### src/rtl/branch_pred_resolve_queue.sv
// In-order queue of fetched conditional branches and their predictions. It pops the oldest
// branch on resolve, emits the registered table update, and emits a one-cycle mispredict/redirect pulse.
module branch_pred_resolve_queue #(
    parameter int DEPTH = 4,
    parameter int IDX_W = 5,
    parameter int CNT_W = $clog2(DEPTH + 1)
) (
    input  logic             clk,
    input  logic             rst,
    input  logic             push_valid,
    input  logic [31:0]      push_pc,
    input  logic             push_pred,
    output logic             push_ready,
    input  logic             resolve_valid,
    input  logic             resolve_taken,
    input  logic [31:0]      resolve_target,
    input  logic             flush,
    output logic             upd_pred_state,
    output logic [IDX_W-1:0] lpt_addr,
    output logic             actual_brch_result,
    output logic             mispredict,
    output logic [31:0]      redirect_pc,
    output logic             resolve_err,
    output logic [CNT_W-1:0] count
);

    localparam int PTR_W = (DEPTH > 1) ? $clog2(DEPTH) : 1;

    logic [PTR_W-1:0] head_reg, head_next;
    logic [PTR_W-1:0] tail_reg, tail_next;
    logic [CNT_W-1:0] count_reg, count_next;

    logic [31:0]      ent_pc   [DEPTH];
    logic             ent_pred [DEPTH];

    logic             empty;
    logic             pop;
    logic             push_fire;
    logic             mispred_now;
    logic             clear_q;
    logic [31:0]      head_pc;
    logic             head_pred;

    logic             upd_reg;
    logic [IDX_W-1:0] lpt_addr_reg;
    logic             actual_reg;
    logic             mispredict_reg;
    logic [31:0]      redirect_reg;
    logic             resolve_err_reg;

    assign empty       = (count_reg == '0);
    assign push_ready  = !rst && (count_reg < CNT_W'(DEPTH));
    assign pop         = resolve_valid && !empty;
    assign head_pc     = ent_pc[head_reg];
    assign head_pred   = ent_pred[head_reg];
    assign mispred_now = pop && (head_pred != resolve_taken);
    // A mispredicted branch kills everything younger, including a push in the same cycle.
    assign clear_q     = flush || mispred_now;
    assign push_fire   = push_valid && push_ready && !clear_q;

    // Per-entry storage; only the entry under the tail pointer is written.
    generate
        for (genvar gi = 0; gi < DEPTH; gi++) begin : gen_ent
            logic [31:0] pc_reg;
            logic        pred_reg;

            always_ff @(posedge clk) begin
                if (push_fire && (tail_reg == PTR_W'(gi))) begin
                    pc_reg   <= push_pc;
                    pred_reg <= push_pred;
                end
            end

            assign ent_pc[gi]   = pc_reg;
            assign ent_pred[gi] = pred_reg;
        end
    endgenerate

    always_comb begin
        head_next  = head_reg;
        tail_next  = tail_reg;
        count_next = count_reg;
        if (clear_q) begin
            head_next  = '0;
            tail_next  = '0;
            count_next = '0;
        end else begin
            if (pop) begin
                head_next = head_reg + PTR_W'(1);
            end
            if (push_fire) begin
                tail_next = tail_reg + PTR_W'(1);
            end
            count_next = count_reg + CNT_W'(push_fire) - CNT_W'(pop);
        end
    end

    always_ff @(posedge clk) begin
        if (rst) begin
            head_reg  <= '0;
            tail_reg  <= '0;
            count_reg <= '0;
        end else begin
            head_reg  <= head_next;
            tail_reg  <= tail_next;
            count_reg <= count_next;
        end
    end

    // Output stage: strobes are one cycle; the data fields hold their last value between updates.
    always_ff @(posedge clk) begin
        if (rst) begin
            upd_reg         <= 1'b0;
            lpt_addr_reg    <= '0;
            actual_reg      <= 1'b0;
            mispredict_reg  <= 1'b0;
            redirect_reg    <= '0;
            resolve_err_reg <= 1'b0;
        end else begin
            upd_reg         <= pop;
            mispredict_reg  <= mispred_now;
            resolve_err_reg <= resolve_valid && empty;
            if (pop) begin
                lpt_addr_reg <= head_pc[IDX_W+1:2];
                actual_reg   <= resolve_taken;
                redirect_reg <= resolve_taken ? resolve_target : (head_pc + 32'd4);
            end
        end
    end

    assign upd_pred_state     = upd_reg;
    assign lpt_addr           = lpt_addr_reg;
    assign actual_brch_result = actual_reg;
    assign mispredict         = mispredict_reg;
    assign redirect_pc        = redirect_reg;
    assign resolve_err        = resolve_err_reg;
    assign count              = count_reg;

endmodule
### config.mk
export PLATFORM = sky130hd
export DESIGN_NAME = branch_pred_resolve_queue
export DESIGN_NICKNAME = d
export VERILOG_FILES = /design/src/rtl/branch_pred_resolve_queue.sv
export SDC_FILE = /design/constraint.sdc
export NUM_CORES = 1
export LEC_CHECK = 0
export ABC_AREA = 1
export BUFFER_PORTS_ARGS = -buffer_cell sky130_fd_sc_hd__buf_2
export CORE_UTILIZATION = 45
export CTS_CLUSTER_SIZE = 20
export DETAILED_ROUTE_END_ITERATION = 7
export PLACE_DENSITY = 0.75
export SYNTH_ARGS = -nofsm -noshare
export SYNTH_HDL_FRONTEND = slang
export SYNTH_SLANG_ARGS = --single-unit
### constraint.sdc
create_clock -name clk -period 8.9 [get_ports clk]
set_input_delay 0.89 -clock clk [delete_from_list [all_inputs] [get_ports clk]]
set_output_delay 0.89 -clock clk [all_outputs]
set_load 0.005 [all_outputs]
==> flow_summary.toml <==
[timing]
finClkSkew_ns = 0.00845
hold_viol = 0
layout_min_cycle_time_ns = 3.23
finalCritPeriodShare_pct = 36.3
setup_tns_ns = 0
rsz0062_at_grt = "no"
setup_viol = 0
drv_slew = 0
slew-limit-headroom_pct = 45.6
setup_ws_ns = 5.67
tightestPinTransition_ns = 0.812
fmax_ghz = 0.309

[pwr]
p_int_mw = 1.38
switchingPower_mw = 0.410
p_per_area_nw_per_um2 = 180
vdd_drop_max_mv = 0.0982
power_frac_comb_pct = 6.9
p_clk_share_pct = 41.5
pwr-share-seq_pct = 51.6
p_sw_share_pct = 23.0
power_mw = 1.78
p_leak_nw = 4.27

[cts]
clk_latency_ns = 0.44
hold_buffers = 0
clkTransAtPathRegs_ns = 0.07
cts_max_level = 4
cts_root_buffer = "clkbuf_16"
post-cts-setup-buffers = 0
cts.sinks = 180
cts_resized = 0
cts_tree = "done"
cts_buffers = 17
cts.path.max_buffers = 2

[detailed_routing]
drt_iter0_markers = 452
drc = 0
wl_per_cell_microns = 14.7
drt-pass1-iter-count = 5
via_per_inst = 5.01
drtAntennaViolNets = 0
vias = 6769
routed_wl_microns = 19800

[logic_synthesis]
synth_area_per_cell_sq_um = 8.63
ys_seq_area_share_pct = 57.0
async_flop_share_pct = 0
synth.most_common_cell = "nand2_1"
yosys-top-cells-area = "edfxtp_1 46%, nand2_1 19%, dfxtp_1 11%, nand3_1 5.2%, nor2_1 3.1%"
ys_ff_latch = 180
synth_edf_count = 132
synth_top_area_cell = "edfxtp_1"
yosysWarnings = 0
yosysUniqueCellTypes = 38
synthTopCellsByCount = "429 x nand2_1, 132 x edfxtp_1, 89 x nand3_1, 72 x nor2_1, 61 x inv_1"
netlist_instances = 1001
netlist.area_leader.share_pct = 45.9
netlist_area_sq_um = 8640
syn_nets = 1080
yosys_most_used_dff = "edfxtp_1"

[finish]
area_growth_syn_to_layout_pct = 14.5
fillers = 1698
fin_area_sq_um = 9900
largest_reg_flops = 128
layout-drive-gt1-share_pct = 18.1
nNetsFinal = 1180

[placement]
place_congestion = 0.890
post_dp_cell_area_sq_um = 9310
dp_hpwl_microns = 13400
post-place-ws_ns = 5.43
portBuffers = 115

[die]
core_sq_um = 18800
die_area_sq_um = 19800
top_level_ports = 116
die_y_microns = 141
start_util_pct = 46.1
die_x_microns = 141
row_count = 50

[critical_path]
ff2ff_path_depth = 17
worstPathMaxFanout = 70
setup.worst_path.end_class = "flip-flop"
reg2reg_slack_ns = 5.67
cp.arrival_ns = 3.56
worstSetupStartpointType = "flip-flop"
required_ns = 9.23
crit_type = "reg -> reg"

[worst_hold_path]
hold_depth = 2
min-delay-path-class = "reg -> reg"

[global_routing]
antenna_found_initial = 7
grt_pass1_wl_microns = 31600
track_usage_pct = 20.8
first_global_vias = 6333
grt_overflow = 0
grt_max_degree = 71

[run_status]
outcome = "completed"

[run]
maxCapViolations = 0
-- path summary, 6_finish.rpt --
kind,from,end
max,head_reg[0],count[2]
min,redirect_pc[29],redirect_pc[29]
max reg2reg,head_reg[0],count[2]
min reg2reg,redirect_pc[29],redirect_pc[29]
-- final cells by class --
class	instances	area, sq um	area share, %
clock inverter	14	153	1.54
inverter	64	248	2.50
sequential	180	4930	49.8
clock buffer	18	429	4.34
timing repair buffer	124	643	6.50
tap	234	293	2.96
antenna	4	10.0	0.101
multi-input combinational	714	3200	32.3
-- cells by family after synthesis --
group	share of synthesized area, %
and+or+nand+nor	30.6
DFF	57.0
buffers and inverters	6.17
AOI/OAI and AO/OA	4.15
xor gates and xnor gates	0.811
adders and majority gates	1.24
-- placed cells by master, fill, tap and decap left out, drive strengths merged --
cell / instances
o21ai: 21
o22ai: 2
ha: 7
or2: 1
xor2: 5
diode: 4
a21oi: 27
buf: 124
clkinv: 5
xnor2: 3
nand4: 2
a22o: 1
fa: 1
clkbuf: 18
nor2: 89
clkinvlp: 4
edfxtp: 132
inv: 67
nand3: 92
a32oi: 1
bufinv: 2
a31oi: 9
o221ai: 2
and2: 1
nor3: 3
nand2: 446
o211ai: 1
dfxtp: 48
-- critical path, stage by stage (launching register included) --
cell     delay [ns]
dfxtp_2        0.31
buf_4          0.35
inv_6          0.28
nand2_1        0.12
nand3_1        0.09
nand2_1        0.10
nand2_1        0.05
nand3_1        0.11
nand2_1        0.07
inv_1          0.08
nand3_2        0.17
ha_1           0.33
inv_1          0.04
ha_1           0.18
fa_1           0.38
xnor2_1        0.17
xor2_1         0.16
nor2_1         0.06
-- per-stage QoR --
stage,std cells,hold WS (ns),utilization [%]
floorplan,1001,0.462,-
CTS,1348,0.467,52.7
detailed placement,1316,0.457,49.6
global placement,1316,0.450,49.6
finish,1352,0.464,52.7
global route,1348,0.487,52.7
-- routing by layer --
layer / GRT usage [%] / vias up / wire length (microns)
li1: - / 3456 / -
met1: 27.1 / 3043 / 9090
met2: 32.7 / 229 / 8740
met3: 7.10 / 35 / 1640
met4: 6.41 / 6 / 306
met5: 0 / - / 35
-- power by group through the flow --
stage | registers (mW) | clock network (mW) | logic, mW
after floorplan | 0.941 | 0 | 0.0715
after global placement | 0.940 | 0 | 0.119
after detailed placement | 0.940 | 0 | 0.122
after CTS | 0.922 | 0.745 | 0.123
after global routing | 0.923 | 0.781 | 0.138
final | 0.922 | 0.740 | 0.123
Power figures use the tool's default switching activity.
